--- src/rtl/rom_loader_pkg.sv ---
// Shared types and constants for the ROM download -> SDRAM word-write loader.
package rom_loader_pkg;

    localparam logic [1:0] DS_LO   = 2'b01;
    localparam logic [1:0] DS_HI   = 2'b10;
    localparam logic [1:0] DS_BOTH = 2'b11;

    typedef struct packed {
        logic [22:0] a;
        logic [1:0]  ds;
        logic [15:0] d;
    } fifo_entry_t;

    typedef enum logic [0:0] {
        S_IDLE = 1'b0,
        S_WAIT = 1'b1
    } state_e;

endpackage

--- src/rtl/sync_fifo.sv ---
// Single-clock FIFO with occupancy count; DEPTH must be a power of two >= 2.
module sync_fifo #(
    parameter int unsigned WIDTH = 8,
    parameter int unsigned DEPTH = 4
) (
    input  logic                       clk,
    input  logic                       reset,
    input  logic                       push_i,
    input  logic [WIDTH-1:0]           din_i,
    input  logic                       pop_i,
    output logic [WIDTH-1:0]           dout_o,
    output logic [$clog2(DEPTH):0]     count_o,
    output logic                       empty_o,
    output logic                       full_o
);

    localparam int unsigned AW = $clog2(DEPTH);
    localparam int unsigned CW = AW + 1;

    logic [WIDTH-1:0] mem_q [DEPTH];
    logic [AW-1:0]    wr_q;
    logic [AW-1:0]    rd_q;
    logic [CW-1:0]    count_q;

    assign dout_o  = mem_q[rd_q];
    assign count_o = count_q;
    assign empty_o = (count_q == '0);
    assign full_o  = (count_q == CW'(DEPTH));

    always_ff @(posedge clk) begin
        if (push_i) begin
            mem_q[wr_q] <= din_i;
        end
    end

    always_ff @(posedge clk) begin
        if (reset) begin
            wr_q    <= '0;
            rd_q    <= '0;
            count_q <= '0;
        end else begin
            assert (!(push_i && full_o && !pop_i))
                else $error("sync_fifo: push while full");
            assert (!(pop_i && empty_o))
                else $error("sync_fifo: pop while empty");
            if (push_i) begin
                wr_q <= wr_q + AW'(1);
            end
            if (pop_i) begin
                rd_q <= rd_q + AW'(1);
            end
            case ({push_i, pop_i})
                2'b10:   count_q <= count_q + CW'(1);
                2'b01:   count_q <= count_q - CW'(1);
                default: count_q <= count_q;
            endcase
        end
    end

endmodule

--- src/rtl/rom_loader_sdram.sv ---
// Pairs HPS download bytes into 16-bit words, buffers them, and issues them
// as toggle-handshake writes on one SDRAM controller request port.
module rom_loader_sdram
    import rom_loader_pkg::*;
#(
    parameter logic [22:0] BASE_WADDR = 23'h000000,
    parameter logic [7:0]  IDX        = 8'd0,
    parameter int unsigned FIFO_DEPTH = 4
) (
    input  logic        clk,
    input  logic        reset,
    input  logic        ioctl_download,
    input  logic [7:0]  ioctl_index,
    input  logic        ioctl_wr,
    input  logic [24:0] ioctl_addr,
    input  logic [7:0]  ioctl_dout,
    output logic        ioctl_wait,
    output logic        busy,
    output logic        done,
    output logic        sd_req,
    input  logic        sd_ack,
    output logic        sd_we,
    output logic [22:0] sd_a,
    output logic [1:0]  sd_ds,
    output logic [15:0] sd_d
);

    localparam int unsigned CW = $clog2(FIFO_DEPTH) + 1;

    logic        active;
    logic        wr_acc;
    logic [22:0] byte_waddr;
    logic        unused_addr_msb;

    logic        pend_q, pend_d;
    logic [22:0] pend_a_q, pend_a_d;
    logic [7:0]  pend_lo_q, pend_lo_d;

    logic        push;
    fifo_entry_t push_entry;
    fifo_entry_t fifo_head;
    logic [CW-1:0] fifo_count;
    logic        fifo_empty;
    logic        fifo_full;
    logic        pop;

    state_e      state_q, state_d;
    logic        req_q, req_d;
    logic        we_q, we_d;
    logic [22:0] a_q, a_d;
    logic [1:0]  ds_q, ds_d;
    logic [15:0] d_q, d_d;
    logic        busy_q, busy_d;
    logic        done_q, done_d;
    logic        drain_idle;

    assign active     = ioctl_download && (ioctl_index == IDX);
    assign wr_acc     = active && ioctl_wr;
    // Bit 24 of the byte address falls outside the 23-bit word space (wraps).
    assign byte_waddr = BASE_WADDR + ioctl_addr[23:1];
    assign unused_addr_msb = ioctl_addr[24];

    always_comb begin
        pend_d     = pend_q;
        pend_a_d   = pend_a_q;
        pend_lo_d  = pend_lo_q;
        push       = 1'b0;
        push_entry = '0;
        if (wr_acc) begin
            if (!ioctl_addr[0]) begin
                if (pend_q && (pend_a_q != byte_waddr)) begin
                    push       = 1'b1;
                    push_entry = '{a: pend_a_q, ds: DS_LO, d: {8'h00, pend_lo_q}};
                end
                pend_d    = 1'b1;
                pend_a_d  = byte_waddr;
                pend_lo_d = ioctl_dout;
            end else if (pend_q && (pend_a_q == byte_waddr)) begin
                push       = 1'b1;
                push_entry = '{a: byte_waddr, ds: DS_BOTH, d: {ioctl_dout, pend_lo_q}};
                pend_d     = 1'b0;
            end else begin
                // A stray high byte goes out alone; any unrelated pending low byte stays latched.
                push       = 1'b1;
                push_entry = '{a: byte_waddr, ds: DS_HI, d: {ioctl_dout, 8'h00}};
            end
        end else if (!active && pend_q && !fifo_full) begin
            push       = 1'b1;
            push_entry = '{a: pend_a_q, ds: DS_LO, d: {8'h00, pend_lo_q}};
            pend_d     = 1'b0;
        end
    end

    sync_fifo #(
        .WIDTH ($bits(fifo_entry_t)),
        .DEPTH (FIFO_DEPTH)
    ) u_fifo (
        .clk     (clk),
        .reset   (reset),
        .push_i  (push),
        .din_i   (push_entry),
        .pop_i   (pop),
        .dout_o  (fifo_head),
        .count_o (fifo_count),
        .empty_o (fifo_empty),
        .full_o  (fifo_full)
    );

    always_comb begin
        state_d = state_q;
        req_d   = req_q;
        we_d    = we_q;
        a_d     = a_q;
        ds_d    = ds_q;
        d_d     = d_q;
        pop     = 1'b0;
        case (state_q)
            S_IDLE: begin
                if (!fifo_empty && (req_q == sd_ack)) begin
                    a_d     = fifo_head.a;
                    ds_d    = fifo_head.ds;
                    d_d     = fifo_head.d;
                    we_d    = 1'b1;
                    req_d   = ~req_q;
                    pop     = 1'b1;
                    state_d = S_WAIT;
                end else if (fifo_empty) begin
                    we_d = 1'b0;
                end
            end
            S_WAIT: begin
                if (sd_ack == req_q) begin
                    state_d = S_IDLE;
                end
            end
            default: state_d = S_IDLE;
        endcase
    end

    assign drain_idle = !active && !pend_q && fifo_empty &&
                        (state_q == S_IDLE) && (req_q == sd_ack);

    always_comb begin
        busy_d = busy_q;
        done_d = 1'b0;
        if (wr_acc) begin
            busy_d = 1'b1;
        end else if (busy_q && drain_idle) begin
            busy_d = 1'b0;
            done_d = 1'b1;
        end
    end

    always_ff @(posedge clk) begin
        if (reset) begin
            pend_q    <= 1'b0;
            pend_a_q  <= '0;
            pend_lo_q <= '0;
            state_q   <= S_IDLE;
            req_q     <= 1'b0;
            we_q      <= 1'b0;
            a_q       <= '0;
            ds_q      <= '0;
            d_q       <= '0;
            busy_q    <= 1'b0;
            done_q    <= 1'b0;
        end else begin
            pend_q    <= pend_d;
            pend_a_q  <= pend_a_d;
            pend_lo_q <= pend_lo_d;
            state_q   <= state_d;
            req_q     <= req_d;
            we_q      <= we_d;
            a_q       <= a_d;
            ds_q      <= ds_d;
            d_q       <= d_d;
            busy_q    <= busy_d;
            done_q    <= done_d;
        end
    end

    assign ioctl_wait = (fifo_count >= CW'(FIFO_DEPTH - 1));
    assign busy       = busy_q;
    assign done       = done_q;
    assign sd_req     = req_q;
    assign sd_we      = we_q;
    assign sd_a       = a_q;
    assign sd_ds      = ds_q;
    assign sd_d       = d_q;

endmodule

--- config.mk ---
export PLATFORM = sky130hd
export DESIGN_NAME = rom_loader_sdram
export DESIGN_NICKNAME = d
export VERILOG_FILES = /design/src/rtl/rom_loader_pkg.sv /design/src/rtl/sync_fifo.sv /design/src/rtl/rom_loader_sdram.sv
export SDC_FILE = /design/constraint.sdc
export NUM_CORES = 1
export LEC_CHECK = 0
export ABC_CLOCK_PERIOD_IN_PS = 5600
export CORE_MARGIN = 2
export CORE_UTILIZATION = 45
export CTS_CLUSTER_DIAMETER = 60
export DETAILED_ROUTE_END_ITERATION = 10
export GPL_TIMING_DRIVEN = 0
export PLACE_DENSITY = 0.72
export SETUP_SLACK_MARGIN = 0.15
export SLEW_MARGIN = 20
export SYNTH_ARGS = -nofsm -noshare
export SYNTH_HDL_FRONTEND = slang
export SYNTH_SLANG_ARGS = --single-unit
--- constraint.sdc ---
create_clock -name clk -period 5.6 [get_ports clk]
set_input_delay 1.68 -clock clk [delete_from_list [all_inputs] [get_ports clk]]
set_output_delay 1.68 -clock clk [all_outputs]
set_load 0.01 [all_outputs]
==> Word-level counts from Yosys, hierarchy flattened <==
Memory sizes are Yosys's and may differ from the RTL's. A register that Yosys moved wholly into a read port is not among the register bits.
Index checks and enable logic that the tools add are counted.
{ "op_classes": {"add_sub_neg": 4, "n_mul": 0, "div": 0, "order_cmp": 1, "eq_ne": 8, "n_shift": 0, "mux": 25, "n_bitwise": 3, "reduce_logical": 27} }
{ "ops": {"columns": ["operator", "count"], "rows": [
  ["two-way mux 41 bit", 4],
  ["equality test 23 bit", 1],
  ["inequality test 23 bit", 1],
  ["two-way mux 1 bit", 18],
  ["two-way mux 17 bit", 1],
  ["logical AND 1 bit", 12],
  ["logical NOT 8 bit", 1],
  ["AND reduction 2 bit", 4],
  ["nonzero test 2 bit", 4],
  ["case mux 3 bit (2 select lines)", 1],
  ["adder 2 x 1 -> 2 bit (second input constant)", 2],
  ["logical NOT 1 bit", 4],
  ["adder 3 x 1 -> 3 bit (second input constant)", 1],
  ["equality test 3 bit (second input constant)", 1],
  [">= comparator 3 x 2 -> 1 bit (second input constant)", 1],
  ["logical NOT 3 bit", 1],
  ["inequality test 3 x 2 -> 1 bit (second input constant)", 1],
  ["NOT 1 bit", 3],
  ["subtractor 3 x 1 -> 3 bit (second input constant)", 1],
  ["equality test 1 bit", 2],
  ["equality test 2 x 1 -> 1 bit (second input constant)", 1],
  ["equality test 2 bit (second input constant)", 1],
  ["case mux 1 bit (2 select lines)", 1],
  ["OR reduction 2 bit", 1]
]} }
{ "totals": {"register_bits": 44, "latch_bits": 0, "mem_bits_rw": 164, "romBits": 0, "in_bits": 46, "output_inout_bits": 46, "elab_cells": 80, "n_memories": 1} }
{ "mem_list": {"columns": ["memory", "words", "word_bits", "rd", "rd_clocked_by_memory_dff", "wr", "line", "rtl"], "rows": [
  ["u_fifo.mem_q", 4, 41, 1, 1, 1, "sync_fifo.sv:20", "logic [WIDTH-1:0] mem_q [DEPTH];"]
]} }

==> Depth between registers and ports, before layout <==
{ "depth": {"word_depth": 10, "ltp_mapped": 11, "depth_no_buf": 11} }

==> Hierarchy <==
Synthesis repeated with hierarchy kept, for this count alone.
{ "unflattened": {"cells_unflattened": 664, "hier_area_um2": 9850.7} }
{ "by_module_without_submodules": {"columns": ["module", "instances", "cells_each", "area_each_um2"], "rows": [
  ["sync_fifo", 1, 262, 6401.1],
  ["rom_loader_sdram", 1, 402, 3449.6]
]} }

==> Worst setup path before layout <==
OpenSTA, ideal clock, no wires.
{ "synth_path": {"path_kind": "input port to flip-flop", "start": "input port ioctl_index[3]", "end": "register u_fifo.count_q[2], in the netlist u_fifo.count_o[2]", "arrival_ns": 3.961, "required_ns": 5.530, "path_slack_ns": 1.569, "stages": 10, "path_buffers": 0, "path_cell_list": "nor4_4 -> nand4_2 -> and3_4 -> a311oi_4 -> ha_1 -> inv_1 -> fa_1 -> xor2_1 -> or3_1 -> a21oi_1"} }
{ "synth_via": {"elab_chain_cells": 9, "elab_cells_between_ends": 12, "cone_classes": "eq/ne: 2; mux: 3; reduce/logical: 7"} }
{ "synth_rtl": {"columns": ["element", "line", "rtl"], "rows": [
  ["start: declaration", "rom_loader_sdram.sv:13", "input logic [7:0] ioctl_index,"],
  ["logical NOT 8 bit *", "rom_loader_sdram.sv:57", "assign active = ioctl_download && (ioctl_index == IDX);"],
  ["logical AND 1 bit *", "rom_loader_sdram.sv:57", null],
  ["logical NOT 1 bit", "rom_loader_sdram.sv:87", "end else if (!active && pend_q && !fifo_full) begin"],
  ["logical AND 1 bit (2 in series)", "rom_loader_sdram.sv:87", null],
  ["two-way mux 1 bit", "rom_loader_sdram.sv:87", null],
  ["two-way mux 1 bit *", "rom_loader_sdram.sv:69", "if (wr_acc) begin"],
  ["equality test 2 x 1 -> 1 bit or equality test 2 bit (tied branches)", "sync_fifo.sv:52", "case ({push_i, pop_i})"],
  ["case mux 3 bit (2 select lines) or nonzero test 2 bit (tied branches)", null, null],
  ["end signal: assignment", "sync_fifo.sv:53", "2'b10: count_q <= count_q + CW'(1);"],
  ["end signal: assignment", "sync_fifo.sv:54", "2'b01: count_q <= count_q - CW'(1);"],
  ["end signal: assignment", "sync_fifo.sv:55", "default: count_q <= count_q;"],
  ["end: declaration", "sync_fifo.sv:23", "logic [CW-1:0] count_q;"]
]} }
Every way passes the cells marked *; elsewhere a longest branch is shown, timed or not.
A chain may end at the register's enable or synchronous reset.

==> Worst setup path in the final report <==
{ "layout_path": {"start": "input port ioctl_addr[1]", "end": "register u_fifo.count_q[2], in the netlist u_fifo.count_o[2]"} }
{ "layout_via": {"elab_chain_cells": 7, "elab_cells_between_ends": 9, "cone_classes": "eq/ne: 3; mux: 4; reduce/logical: 2"} }
{ "layout_rtl": {"columns": ["element", "line", "rtl"], "rows": [
  ["start: declaration", "rom_loader_sdram.sv:15", "input logic [24:0] ioctl_addr,"],
  ["inequality test 23 bit *", "rom_loader_sdram.sv:71", "if (pend_q && (pend_a_q != byte_waddr)) begin"],
  ["logical AND 1 bit *", "rom_loader_sdram.sv:71", null],
  ["two-way mux 1 bit *", "rom_loader_sdram.sv:71", null],
  ["two-way mux 1 bit *", "rom_loader_sdram.sv:70", "if (!ioctl_addr[0]) begin"],
  ["two-way mux 1 bit *", "rom_loader_sdram.sv:69", null],
  ["equality test 2 x 1 -> 1 bit or equality test 2 bit (tied branches)", "sync_fifo.sv:52", null],
  ["case mux 3 bit (2 select lines) or nonzero test 2 bit (tied branches)", null, null]
]} }
Marked as above.

==> run metrics <==
status finished, final reports clean; Die Y 151 um; placed wire-length estimate 13,300 um; Post-CTS Resized 0; global-route wire length before repair 31,800 um; Pwr Density 311 nW/um^2; post-synthesis register bit count 249; Syn-to-layout area delta 21.3%; post-CTS setup repair buffer count 0; post-synthesis cell area 9730 sq um; element type at the critical path end register; period utilization 78.8%; CP Launch Type input pin; All-Layer GR Usage 18.5%; CTS max path bufs 3; worst hold path type register to register; CTS hold repair buffers 0; CP cell instances clkdlybuf4s50_1 -> xnor2_1 -> nand4_1 -> nor2_1 -> nand3_2 -> a311oi_4 -> ha_1 -> inv_1 -> fa_1 -> xor2_1 -> or3_1 -> a21oi_1; GR Overflow Total 0; most frequent cells in the layout edfxtp_1, nand2_1, clkdlybuf4s50_1; FFs w/ async S/R, synth 0%; Die Wd 151 um; Critical-path top delay cell a311oi_4; total power 3.67 mW; Storage cell area 6630 sq um; Nets 860; die area 22,800 sq um; grt met3 use 3.01%; CORE AREA 21,100 sq um; GR Layer Usage met1 25.8%; post-placement cell count 1,054; slew margin rel. 48.2%; WL final 20,700 um; Slew @ Worst Pin 777 ps; pin count of the biggest net entering global routing 42; sequential area share after synthesis 68.1%; ys flop type edfxtp_1; post-route ant nets 0; Syn. warnings 0; DRC 0; commonest non-fill, non-tap cell in the layout edfxtp_1; Via density 5.34; vias in the first global route 5,810; clock period minus worst slack 4420 ps; CP max stage delay 520 ps; clk_lat worst skew 510 ps; H-tree depth 1; worst reg-to-reg setup slack 2450 ps; Lkg Pwr 3.43 nW; layout cells sized above 1 12.1%; synth unique cells 41; total number of vias 5,888; Cell Rows 53; max cap viols 0; Final Hold Vio Count 0; EDFF count, synth 164; Post-Syn Nets 742; root buffer cell clkbuf_16; CP arrival 4860 ps; clk_skew 8.35 ps; clock buffer count from CTS 27; GRT met2 Usage 30.7%; Fillers 1,719; clk sinks 249; delay-heaviest family, CP simple AND/OR/NAND/NOR gates; FMAX 0.226 GHz; WP buf/inv 2; initial antenna violation count 0; DRT iter0 DRCs 377; Placement Setup Slack 674 ps; Mapped Avg Cell Area 14.1 sq um; wire length per cell 18.8 um; unrepaired setup endpoints after global routing no; IO Port Bufs 89; CTS tree built; Final Max Tran Viols 0; CP Max Fanout 7; Setup TNS 0 ps; synthesized instance count 690; Pre-antenna DRT Iters 5; gr busiest metal met2; Non-Filler Instances 1,102; worst vdd ir 0.192 mV; setup violators final 0; Antenna diodes 0; Setup CP Type input pin to register; post-route setup slack 1180 ps; GP Congestion 0.842; multi-input logic area 2920 sq um; Worst Path Required 6050 ps; clock slew at the register clock pins of the worst setup and hold paths 60 ps; I/O pin count 92; Initial Util 46.1%
-- cells by family after synthesis --
logic type                 Yosys count  synth area share (%)
AOI/OAI and AO/OA                  107                  6.86
xor gates and xnor gates            29                  2.61
adders and majority gates            6                 0.849
buffers and inverters               47                  1.94
DFF                                249                  68.1
muxes                               43                  9.75
and+or+nand+nor                    209                  9.87
-- path summary, 6_finish.rpt --
path	startpoint	to	cells past startpoint
worst max-delay path	ioctl_addr[1]	u_fifo.count_o[2]	12
worst min-delay path	pend_lo_q[2]	pend_lo_q[2]	2
worst max register to register	sd_req	u_fifo.count_o[2]	11
worst min register to register	pend_lo_q[2]	pend_lo_q[2]	2
-- area by class of cell --
class	instances	area share, %
Clock inverter	10	0.700
Buffer	39	1.35
Inverter	8	0.255
Multi-Input combinational cell	394	24.7
Clock buffer	38	6.33
Sequential cell	249	56.2
Tap cell	275	2.92
Timing Repair Buffer	89	7.55
-- stage by stage --
step | cell area [sq um] | util [%] | hold WS, ps
after floorplan | 9730 | - | 427
after global placement | 11000 | 52.0 | 437
after detailed placement | 11000 | 52.0 | 441
after CTS | 11800 | 55.9 | 450
after global routing | 11800 | 55.9 | 475
final | 11800 | 55.9 | 451
-- worst register-to-register path, stage by stage, from the launching register on --
cell	delay [ps]
dfxtp_1	340
xor2_1	190
nor2_1	180
nand2_1	260
inv_2	330
buf_1	480
ha_1	290
inv_1	60
fa_1	370
xor2_1	160
or3_1	300
a21oi_1	130
-- cell usage after synthesis, types with 2 or more instances --
cell type / n / share of area (%)
a22o_1: 23 / 2.1
a41o_2: 2 / 0.23
and2b_2: 4 / 0.36
xor2_1: 7 / 0.63
edfxtp_1: 164 / 51
buf_2: 4 / 0.21
a21oi_1: 76 / 3.9
nand3_1: 2 / 0.10
and2_1: 16 / 1.0
nand2_1: 146 / 5.6
nand2b_1: 4 / 0.26
nor2_1: 19 / 0.73
nand4_1: 6 / 0.39
inv_1: 7 / 0.27
xnor2_1: 22 / 2.0
clkbuf_1: 29 / 1.1
buf_4: 2 / 0.15
ha_1: 5 / 0.64
or3_1: 2 / 0.13
mux4_2: 41 / 9.5
nor4_4: 2 / 0.44
buf_1: 4 / 0.15
dfxtp_1: 85 / 17
-- where the power goes --
group | total [mW] | leakage [nW] | switching, mW | internal, mW
clock | 1.66 | 0.401 | 0.684 | 0.973
sequential | 1.94 | 1.94 | 0.000464 | 1.94
combinational | 0.0765 | 1.09 | 0.0384 | 0.0380
-- metal layers --
metal,part of all wire (%),vias to the layer above
met1,45,2950
li1,-,2757
met5,0,-
met3,5.2,27
met2,48,154
met4,1.9,0
-- flip-flops by register name, indices dropped and copies added (netlist names) --
name	count
u_fifo.mem_q	164
pend_lo_q	8
state_q	1
pend_q	1
u_fifo.wr_q	2
sd_req	1
u_fifo.count_o	3
sd_d	16
u_fifo.rd_q	2
sd_ds	2
busy	1
sd_we	1
sd_a	23
done	1
pend_a_q	23
No activity file was read; power rests on OpenSTA's default activity.
